### src/rtl/serial_add_pkg.sv
// Shared types and constants for the bit-serial adder controller.
package serial_add_pkg;

    typedef enum logic [1:0] {
        IDLE = 2'd0,
        ADD  = 2'd1,
        DONE = 2'd2
    } state_t;

    localparam int WIDTH_MIN = 1;
    localparam int WIDTH_MAX = 64;

    // Bit counter must still be one bit wide for a 1-bit adder.
    function automatic int cnt_w(input int w);
        return (w > 1) ? $clog2(w) : 1;
    endfunction

endpackage

### src/rtl/serial_add_if.sv
// Start/done request bus between a requesting datapath and the serial adder.
interface serial_add_if #(
    parameter int WIDTH = 8
);
    logic             start;
    logic [WIDTH-1:0] a;
    logic [WIDTH-1:0] b;
    logic             carry_in;
    logic             busy;
    logic             done;
    logic [WIDTH-1:0] sum;
    logic             carry_out;

    modport master (
        output start, a, b, carry_in,
        input  busy, done, sum, carry_out
    );

    modport slave (
        input  start, a, b, carry_in,
        output busy, done, sum, carry_out
    );
endinterface

### src/rtl/serial_add_full_adder_cell.sv
// One-bit combinational full adder shared across all bit positions.
module full_adder_cell (
    input  logic a,
    input  logic b,
    input  logic cin,
    output logic s,
    output logic cout
);
    assign s    = a ^ b ^ cin;
    assign cout = (a & b) | (a & cin) | (b & cin);
endmodule

### src/rtl/serial_add_controller.sv
// Bit-serial WIDTH-bit adder: one full-adder cell stepped LSB-first with a
// registered carry loop; result and carry are published only on completion.
module serial_add_controller
    import serial_add_pkg::*;
#(
    parameter int WIDTH = 8
) (
    input  logic         clk,
    input  logic         reset,
    serial_add_if.slave  bus
);
    localparam int CNT_W = cnt_w(WIDTH);

    state_t           state, state_nxt;
    logic [WIDTH-1:0] op_a, op_b;
    logic [WIDTH-1:0] sum_q;
    logic [WIDTH-1:0] sum_full;
    logic             carry_reg, cout_q;
    logic [CNT_W-1:0] bit_cnt;
    logic             cell_s, cell_c;
    logic             accept, last;
    logic             busy_c, done_c;

    assign accept = bus.start && ((state == IDLE) || (state == DONE));
    assign last   = (bit_cnt == CNT_W'(WIDTH - 1));

    full_adder_cell u_cell (
        .a    (op_a[0]),
        .b    (op_b[0]),
        .cin  (carry_reg),
        .s    (cell_s),
        .cout (cell_c)
    );

    // The partial sum only stores the WIDTH-1 already-finished bits; the final
    // bit comes straight from the cell on the completion edge.
    generate
        if (WIDTH > 1) begin : g_psum
            logic [WIDTH-2:0] psum;
            always_ff @(posedge clk) begin
                if (reset || accept)
                    psum <= '0;
                else if (state == ADD)
                    psum <= sum_full[WIDTH-1:1];
            end
            assign sum_full = {cell_s, psum};
        end else begin : g_no_psum
            assign sum_full = cell_s;
        end
    endgenerate

    always_ff @(posedge clk) begin
        if (reset)
            state <= IDLE;
        else
            state <= state_nxt;
    end

    always_comb begin
        state_nxt = state;
        case (state)
            IDLE:    if (bus.start) state_nxt = ADD;
            ADD:     if (last) state_nxt = DONE;
            DONE:    state_nxt = bus.start ? ADD : IDLE;
            default: state_nxt = IDLE;
        endcase
    end

    always_comb begin
        busy_c = 1'b0;
        done_c = 1'b0;
        case (state)
            ADD:     busy_c = 1'b1;
            DONE:    done_c = 1'b1;
            default: ;
        endcase
    end

    always_ff @(posedge clk) begin
        if (reset) begin
            op_a      <= '0;
            op_b      <= '0;
            carry_reg <= 1'b0;
            bit_cnt   <= '0;
            sum_q     <= '0;
            cout_q    <= 1'b0;
        end else if (accept) begin
            op_a      <= bus.a;
            op_b      <= bus.b;
            carry_reg <= bus.carry_in;
            bit_cnt   <= '0;
        end else if (state == ADD) begin
            op_a      <= op_a >> 1;
            op_b      <= op_b >> 1;
            carry_reg <= cell_c;
            bit_cnt   <= bit_cnt + CNT_W'(1);
            if (last) begin
                sum_q  <= sum_full;
                cout_q <= cell_c;
            end
        end
    end

    assign bus.busy      = busy_c;
    assign bus.done      = done_c;
    assign bus.sum       = sum_q;
    assign bus.carry_out = cout_q;

endmodule

### src/flat_wrapper.sv
// flat-port wrapper written by rule: the top's interface ports become plain ports
module serial_add_controller_flat import serial_add_pkg::*;
#(
    parameter int WIDTH = 8
)
  (clk, reset, bus_start, bus_a, bus_b, bus_carry_in, bus_busy, bus_done, bus_sum, bus_carry_out);
  serial_add_if #(.WIDTH(WIDTH)) bus_i ();
  input  logic clk;
  input  logic reset;
  input wire logic [$bits(bus_i.start)-1:0] bus_start;
  input wire logic [$bits(bus_i.a)-1:0] bus_a;
  input wire logic [$bits(bus_i.b)-1:0] bus_b;
  input wire logic [$bits(bus_i.carry_in)-1:0] bus_carry_in;
  output wire logic [$bits(bus_i.busy)-1:0] bus_busy;
  output wire logic [$bits(bus_i.done)-1:0] bus_done;
  output wire logic [$bits(bus_i.sum)-1:0] bus_sum;
  output wire logic [$bits(bus_i.carry_out)-1:0] bus_carry_out;
  assign bus_i.start = bus_start;
  assign bus_i.a = bus_a;
  assign bus_i.b = bus_b;
  assign bus_i.carry_in = bus_carry_in;
  assign bus_busy = bus_i.busy;
  assign bus_done = bus_i.done;
  assign bus_sum = bus_i.sum;
  assign bus_carry_out = bus_i.carry_out;
  serial_add_controller #(.WIDTH(WIDTH)) u_core (.clk(clk), .reset(reset), .bus(bus_i));
endmodule
### config.mk
export PLATFORM = sky130hd
export DESIGN_NAME = serial_add_controller_flat
export DESIGN_NICKNAME = d
export VERILOG_FILES = /design/src/rtl/serial_add_pkg.sv /design/src/rtl/serial_add_if.sv /design/src/rtl/serial_add_full_adder_cell.sv /design/src/rtl/serial_add_controller.sv /design/src/flat_wrapper.sv
export SDC_FILE = /design/constraint.sdc
export NUM_CORES = 1
export LEC_CHECK = 0
export CORE_UTILIZATION = 45
export DETAILED_ROUTE_END_ITERATION = 16
export PLACE_DENSITY = 0.73
export SETUP_SLACK_MARGIN = 0.1
export SYNTH_ARGS = -nofsm -noshare
export SYNTH_HDL_FRONTEND = slang
export SYNTH_SLANG_ARGS = --single-unit
### constraint.sdc
create_clock -name clk -period 1.4 [get_ports clk]
set_clock_uncertainty 0.05 [all_clocks]
set_input_delay 0.28 -clock clk [delete_from_list [all_inputs] [get_ports clk]]
set_output_delay 0.28 -clock clk [all_outputs]
set_load 0.01 [all_outputs]
==> results_dict.tcl, run 1 <==
set metrics [dict create \
    syn-instance-count 175 \
    hold_buffers 0 \
    drv_cap 0 \
    first_pass_iters 4 \
    power_density_nw_per_um2 1003 \
    grt_antenna_before_repair 0 \
    synth_warnings 0 \
    fin_crit_ps 1310 \
    ys_types 26 \
    root_buffer "clkbuf_4" \
    die_y_um 59.96 \
    pin_count 31 \
    fin_crit_sh_pct 93.60 \
    wl_per_cell_um 12.79 \
    status "completed" \
    start_util_pct 48.32 \
    viasPerCell 5.426 \
    die_area_sq_um 3595 \
    cts_buffer_depth 2 \
    grt_pass1_vias 1196 \
    final_cells 258 \
    clk_pin_slew_ps 110 \
    r2r_slack_ps 90 \
    finalSetupViolCount 0 \
    synth_top_area_share_pct 50.33 \
    dp_hpwl_um 2010 \
    diodes 0 \
    grt_usage_pct 19.50 \
    drc_errors 0 \
    coreArea_sq_um 3128 \
    final.setup.worst_slack_ps 89.64 \
    die-width_um 59.96 \
    max-vdd-ir-drop_uv 554.7 \
    htree_levels 2 \
    area_delta_synth_final_pct 40.15 \
    synthesis.area_sq_um 1511 \
    synth_seq_area_share_pct 50.33 \
    required_ps 1070 \
    synth.area.top_cells "dfxtp_1 50%, nand2_1 8.9%, a21oi_1 7.0%" \
    grt_pass1_wl_um 5140 \
    arrival_ps 980 \
    fmax_ghz 0.7631 \
    hold_viol_final 0 \
    syn-mean-instance-area_sq_um 8.637 \
    drtAntennaViolNets 0 \
    cp-end-kind "output port" \
    grt-ovfl-total 0 \
    crit_fanout 3 \
    yosysTopAreaCell "dfxtp_1" \
    floorplan.rows 20 \
    crit_type "reg2out" \
    port-buffer-count 30 \
    hold_path.class "reg2reg" \
    finalMaxSlewViolations 0 \
    synth-seq-cells 38 \
    start_kind "register" \
    cts_sinks 38 \
    globalplace.congestion 0.7823 \
    syn_nets 198 \
    grt_max_degree 36 \
    layout-drive-gt1-share_pct 25.70 \
    final_common_cell "nand2_1" \
    dpl.cell_count 245 \
    via_count 1400 \
    routed_wl_um 3299 \
    finalNetCount 236 \
    cts_tree "done" \
    dp_slack_ps -195.5 \
    numCtsBuffers 5 \
    rsz0062_at_grt "true" \
    drtIter0Drc 106 \
    clk_latency_ps 340 \
    final_cell_mix "36 x nand2_1, 33 x dfxtp_1, 19 x clkdlybuf4s50_1" \
    worst_slew_pin_slew_ps 321.6 \
    relSlewSlack_pct 78.56 \
    p_leak_nw 0.7581 \
]
area by class of cell:
| class | instances | area (sq um) |
|---|---|---|
| Fill cell | 262 | 1010 |
| Sequential cell | 38 | 769.5 |
| Multi-Input combinational cell | 122 | 765.7 |
| Timing Repair Buffer | 45 | 459.2 |
| Clock buffer | 7 | 55.05 |
| Tap cell | 44 | 55.05 |
| Inverter | 1 | 8.758 |
| Clock inverter | 1 | 5.005 |
layer usage:
metal	GRT usage, %	part of all wire (%)
met2	33.17	50
met1	22.73	44
met3	6.494	4.8
met5	0	0
met4	6.977	1.4
worst max-delay path, stage by stage, from the launching register on:
cell	delay (ps)
dfxtp_2	340
nand2b_4	160
inv_6	60
buf_6	90
cells by family (layout without fill, tap and decap cells):
group / count (synthesis) / in the layout / synth area share, %
mux: 1 / 1 / 0.6623
xor+xnor: 1 / 1 / 0.5796
fa+ha+maj: 3 / 3 / 2.980
buf+inv: 15 / 54 / 7.284
flops: 38 / 38 / 50.33
compound gates: 37 / 37 / 14.49
simple gates: 80 / 80 / 23.68
repair_timing:
item                       CTS  global route
gates resized for setup     27            39
pin swaps                    1             7
setup endpoints to repair   27            43
setup buffers                1             2
gates cloned                 0             2
cells in the mapped netlist (all sizes together):
master	count
dfxtp	38
nand2	36
a21oi	21
nor3	19
nand3	12
buf	11
o22ai	9
nor2	7
a311oi	4
clkbuf	3
a22oi	2
ha	2
nand2b	2
and2b	1
fa	1
inv	1
mux2i	1
nand3b	1
nor2b	1
o21a	1
or2b	1
xnor2	1
report_power, final:
part	switching, W	leakage (nW)	internal, W	total, W
Combinational	0.000171	0.410	0.000193	0.000365
Sequential	0.0000354	0.312	0.00113	0.00117
Clock	0.000348	0.0353	0.000243	0.000591
worst paths after layout:
kind                startpoint                end  cells after the start
min          u_core.bus.sum[1]  u_core.bus.sum[1]                      2
max reg2reg    u_core.state[0]     u_core.op_b[6]                      4
min reg2reg  u_core.bus.sum[1]  u_core.bus.sum[1]                      2
max            u_core.state[1]           bus_busy                      3
per-stage QoR:
step / cell area (sq um) / setup TNS (ps) / hold WS, ps / utilization, % / total power, W
2_1_floorplan: 1511 / 0 / 366.0 / - / 0.001382
3_5_place_dp: 1866 / -3962 / 403.3 / 59.64 / 0.001487
5_1_grt: 2118 / 0 / 432.7 / 67.72 / 0.002221
6_report: 2118 / 0 / 417.1 / 67.72 / 0.002126
4_1_cts: 1951 / 0 / 415.8 / 62.36 / 0.002083
3_3_place_gp: 1866 / -3193 / 393.2 / 59.64 / 0.001477
Note: power is estimated with default switching activity, not from simulation.
==> run 2, diff against run 1 <==
--- a/config.mk
+++ b/config.mk
@@ -7,8 +7,10 @@
 export LEC_CHECK = 0
 export CORE_UTILIZATION = 45
 export DETAILED_ROUTE_END_ITERATION = 16
-export PLACE_DENSITY = 0.73
+export PLACE_DENSITY = 0.72
 export SETUP_SLACK_MARGIN = 0.1
+export SLEW_MARGIN = 10
 export SYNTH_ARGS = -nofsm -noshare
 export SYNTH_HDL_FRONTEND = slang
+export SYNTH_HIERARCHICAL = 1
 export SYNTH_SLANG_ARGS = --single-unit
==> run 2 against run 1 <==
Compared with the run above: maximum frequency increased by 0.96%; count of clock-buffer cells in the layout stayed put; routed wire length down 4.5%; core utilization fell by 3.5 points; cell area fell by 5.1%; die area hardly changed; via count is 6.2% lower; sequential power hardly changed; critical endpoint unchanged; largest power group unchanged.
==> results_dict.tcl, run 2 <==
set metrics [dict create \
    layout-drive-gt1-share_pct 20.37 \
    r2r_slack_ps 150 \
    fin_crit_ps 1298 \
    pin_count 31 \
    synth_top_area_share_pct 50.29 \
    area_delta_synth_final_pct 32.84 \
    finalNetCount 238 \
    grt_antenna_before_repair 0 \
    routed_wl_um 3152 \
    grt_usage_pct 19.53 \
    max-vdd-ir-drop_uv 546.8 \
    die_area_sq_um 3598 \
    hold_path.class "reg2reg" \
    p_leak_nw 0.7327 \
    cts_buffer_depth 2 \
    root_buffer "clkbuf_4" \
    wl_per_cell_um 12.12 \
    viasPerCell 5.050 \
    synth_commonest_cells "38 x dfxtp_1, 38 x nand2_1, 21 x a21oi_1" \
    reg2regPathDepth 6 \
    grt_pass1_wl_um 5092 \
    dp_hpwl_um 2137 \
    clk_latency_ps 330 \
    drv_cap 0 \
    start_util_pct 48.36 \
    synth-seq-cells 38 \
    hold_depth 2 \
    synth.area.top_cells "dfxtp_1 50%, nand2_1 9.4%, a21oi_1 6.9%" \
    floorplan.rows 20 \
    synth_warnings 6 \
    grt-ovfl-total 0 \
    yosys.area_share.simple_pct 23.74 \
    synth_compound_area_share_pct 14.64 \
    drtIter0Drc 50 \
    relSlewSlack_pct 84.48 \
    synth_edf_count 0 \
    die_y_um 59.98 \
    drc_errors 0 \
    cp-end-kind "output port" \
    port-buffer-count 30 \
    cts_tree "done" \
    status "completed" \
    syn_nets 199 \
    final_cell_mix "38 x nand2_1, 34 x dfxtp_1, 19 x clkdlybuf4s50_1, 19 x a21oi_1, 17 x nor3_1" \
    synthesis.area_sq_um 1513 \
    async_flop_share_pct 0 \
    first_pass_iters 4 \
    fin_crit_sh_pct 92.71 \
    arrival_ps 970 \
    via_count 1313 \
    hold_viol_final 0 \
    diodes 0 \
    cts_sinks 38 \
    start_kind "register" \
    yosysTopAreaCell "dfxtp_1" \
    crit_type "reg2out" \
    worst_slew_pin_slew_ps 231.2 \
    required_ps 1070 \
    final_common_cell "nand2_1" \
    drtAntennaViolNets 0 \
    finalSetupTns_ps 0 \
    synthFlopType "dfxtp_1" \
    synth-adder-area-share_pct 2.978 \
    coreArea_sq_um 3128 \
    final_util_pct 64.24 \
    die-width_um 59.98 \
    seq_area_sq_um 768.2 \
    synth_top_family_by_area "simple AND/OR/NAND/NOR gates" \
    grt_pass1_vias 1173 \
    ys_types 25 \
    clk_pin_slew_ps 100 \
    finalSetupViolCount 0 \
    synth_xor_area_share_pct 0.5790 \
    rsz0062_at_grt "true" \
    fillers 280 \
    synthMuxAreaShare_pct 0.6617 \
    htree_levels 2 \
    numCtsBuffers 5 \
    crit_fanout 3 \
    fmax_ghz 0.7705 \
    syn-mean-instance-area_sq_um 8.595 \
    multi_input_area_sq_um 690.7 \
    finalMaxSlewViolations 0 \
    grt_max_degree 36 \
    synth_seq_area_share_pct 50.29 \
    power_density_nw_per_um2 1024 \
    globalplace.congestion 0.7357 \
    syn-instance-count 176 \
]
==> run 2: stage by stage <==
stage / instances / hold WS [ps] / setup slack (ps) / power, W / cell area (sq um)
floorplan: 176 / 366.0 / 154.8 / 0.001376 / 1513
global placement: 249 / 392.1 / -114.4 / 0.001476 / 1879
detailed placement: 249 / 395.3 / -154.5 / 0.001482 / 1879
CTS: 259 / 408.2 / 71.12 / 0.002061 / 1954
global route: 260 / 435.1 / 41.45 / 0.002174 / 2009
finish: 260 / 408.3 / 102.1 / 0.002057 / 2009
==> run 2: layout make-up <==
class | count | share of cell area (%)
flip-flops and latches | 38 | 38.23
multi-input cells | 123 | 34.37
repair buffers | 46 | 21.23
clock buffers | 7 | 2.740
well taps | 44 | 2.740
inverters | 1 | 0.4359
clock inverters | 1 | 0.2491
==> run 2: cell families after synthesis <==
group           Yosys count
compound gates           37
xor+xnor                  1
fa+ha+maj                 3
buf+inv                  15
flops                    38
mux                       1
simple gates             81
==> run 2: path summary, 6_finish.rpt <==
check	start	endpoint
setup / recovery	u_core/state[1]	bus_busy
hold / removal	u_core/bus.sum[1]	u_core/bus.sum[1]
setup reg to reg	u_core/bit_cnt[0]	u_core/bus.sum[4]
hold reg to reg	u_core/bus.sum[1]	u_core/bus.sum[1]
==> run 2: timing repair <==
action	CTS	global route
pin swaps	1	4
hold buffers	0	0
gates cloned	0	0
gates resized for setup	25	28
setup endpoints to repair	32	36
setup buffers	2	1
==> run 2: power by group <==
group | leakage [nW] | switching, W | internal (W) | total [W]
Clock | 0.0353 | 0.000330 | 0.000243 | 0.000573
Sequential | 0.312 | 0.0000313 | 0.00113 | 0.00116
Combinational | 0.385 | 0.000153 | 0.000167 | 0.000320
==> run 2: critical path, cell delays in order, from the launching register on <==
cell	delay (ps)
dfxtp_2	330
nand2b_4	160
inv_6	60
buf_6	90
==> run 2: routing by layer <==
layer | vias to the layer above | share of wire (%) | GRT usage [%]
met5 | - | 0 | 0
met4 | 0 | 1.3 | 9.635
met3 | 4 | 2.7 | 4.762
met2 | 18 | 49 | 31.90
met1 | 598 | 47 | 23.86
li1 | 693 | - | -
==> run 3, diff against run 2 <==
==> constraint.sdc (replaced) <==
create_clock -name clk -period 1.4 [get_ports clk]
set_clock_uncertainty 0.05 [all_clocks]
set_input_delay 0.28 -clock clk [delete_from_list [all_inputs] [get_ports clk]]
set_output_delay 0.28 -clock clk [all_outputs]
set_load 0.02 [all_outputs]
==> run 3 against run 2 <==
Compared with the run above: sequential share of layout area grew 0.37 points; routed wire length up 6.7%; critical path type unchanged; largest power group unchanged; count of clock-buffer cells in the layout unchanged; final cell count did not move; via count grew 5.0%; sequential cell count unchanged.
==> results_dict.tcl, run 3 (same netlist as run 2, synthesis figures left out) <==
set metrics [dict create \
    power_density_nw_per_um2 1041 \
    rsz0062_at_grt "true" \
    critical-path-slowest-cell "dfxtp_4" \
    wl_met1_um 1535 \
    start_util_pct 48.36 \
    htree_levels 2 \
    multi_input_area_sq_um 694.4 \
    cts_buffer_depth 2 \
    grt_usage_pct 19.87 \
    final_cell_mix "38 x nand2_1, 33 x dfxtp_1, 19 x clkdlybuf4s50_1, 19 x a21oi_1, 16 x nor3_1" \
    fin_crit_sh_pct 95.10 \
    grt_max_degree 36 \
    cts_tree "done" \
    seq_area_sq_um 769.5 \
    max-vdd-ir-drop_uv 624.0 \
    drv_cap 0 \
    cp-end-kind "output port" \
    finalMaxSlewViolations 0 \
    slowest_delay_ps 380 \
    crit_family "flip-flops" \
    dp_hpwl_um 2137 \
    arrival_ps 1000 \
    area_delta_synth_final_pct 31.76 \
    cts_sinks 38 \
    path_depth 2 \
    port-buffer-count 30 \
    die_y_um 59.98 \
    hold_path.class "reg2reg" \
    clk_pin_slew_ps 110 \
    viasPerCell 5.300 \
    wl_per_cell_um 12.94 \
    grt_pass1_vias 1197 \
    hold_depth 2 \
    numCtsBuffers 5 \
    reg2regPathDepth 4 \
    final_util_pct 63.72 \
    layout-drive-gt1-share_pct 22.69 \
    diodes 0 \
    hold_slack_ps 407.6 \
    pin_count 31 \
    via_count 1378 \
    maxUsedRoutingLayer "met4" \
    sequentialPowerShare_pct 56.2 \
    crit_buf_inv 1 \
    first_pass_iters 4 \
    drc_errors 0 \
    routed_wl_um 3364 \
    finalPower_w 0.002075 \
    p_leak_nw 0.7415 \
    final_area_sq_um 1993 \
    grt_pass1_wl_um 5257 \
    status "completed" \
    finalNetCount 238 \
    place_area_sq_um 1872 \
    grt-ovfl-total 0 \
    drtAntennaViolNets 0 \
    required_ps 1070 \
    hold_viol_final 0 \
    clk_latency_ps 330 \
    crit_type "reg2out" \
    die_area_sq_um 3598 \
    p_clk_share_pct 28.3 \
    globalplace.congestion 0.7598 \
    fmax_ghz 0.7511 \
    pwr-share-comb_pct 15.6 \
    finalSetupViolCount 0 \
    fin_crit_ps 1331 \
    internal_power_w 0.001540 \
    worst_slew_pin_slew_ps 275.4 \
    path_cells "nor2b_2, buf_6" \
    final_common_cell "nand2_1" \
    die-width_um 59.98 \
    hold_buffers 0 \
    wl_met3_um 191 \
    grt_antenna_before_repair 0 \
    floorplan.rows 20 \
    fillers 290 \
    crit_fanout 4 \
    drtIter0Drc 46 \
    root_buffer "clkbuf_4" \
    power.switching_w 0.0005356 \
    start_kind "register" \
    coreArea_sq_um 3128 \
    sw_frac_of_total_pct 25.81 \
    relSlewSlack_pct 81.64 \
    met2RoutedLength_um 1627 \
]
-- run 3: path summary, 6_finish.rpt --
| check | start | end | slack, ps |
|---|---|---|---|
| max | u_core/state[0] | bus_done | 70 |
| min | u_core/bus.sum[2] | u_core/bus.sum[2] | 410 |
| max reg2reg | u_core/state[1] | u_core/op_a[6] | 100 |
| min reg2reg | u_core/bus.sum[2] | u_core/bus.sum[2] | 410 |
-- run 3: worst reg2reg max path, stage by stage, from the launching register on --
cell and delay (ps):
dfxtp_2 350, nand2b_4 150, buf_4 290, nand2_1 100, a311oi_1 280
-- run 3: layout make-up --
class / count / area share, %
flip-flops and latches: 38 / 38.61
multi-input cells: 123 / 34.84
repair buffers: 46 / 20.34
clock buffers: 7 / 2.762
well taps: 44 / 2.762
inverters: 1 / 0.4394
clock inverters: 1 / 0.2511
-- run 3: per-stage QoR --
step	cells	worst slack, ps	setup TNS [ps]
after floorplan	176	154.8	0
after global placement	248	-115.2	-1252
after detailed placement	248	-173.6	-2000
after CTS	257	30.29	0
after global routing	260	21.45	0
final	260	68.65	0
-- run 3: power by group through the flow --
stage	combinational, W	sequential (W)	clock [W]
6_report	0.000323	0.00117	0.000587
5_1_grt	0.000355	0.00117	0.000646
4_1_cts	0.000302	0.00116	0.000598
3_5_place_dp	0.000299	0.00119	0
3_3_place_gp	0.000292	0.00118	0
2_1_floorplan	0.000198	0.00118	0
-- run 3: timing repair --
action                                  in CTS  in global routing
endpoints found under the setup margin      32                 36
gates cloned                                 0                  1
setup buffers                                1                  2
resized for setup                           42                 28
pin swaps                                    0                  6
-- run 3: layer usage --
metal,global-route usage (%),vias up
met2,31.59,48
met4,6.312,0
met3,6.277,2
met1,25.57,642
li1,-,686
met5,0,-
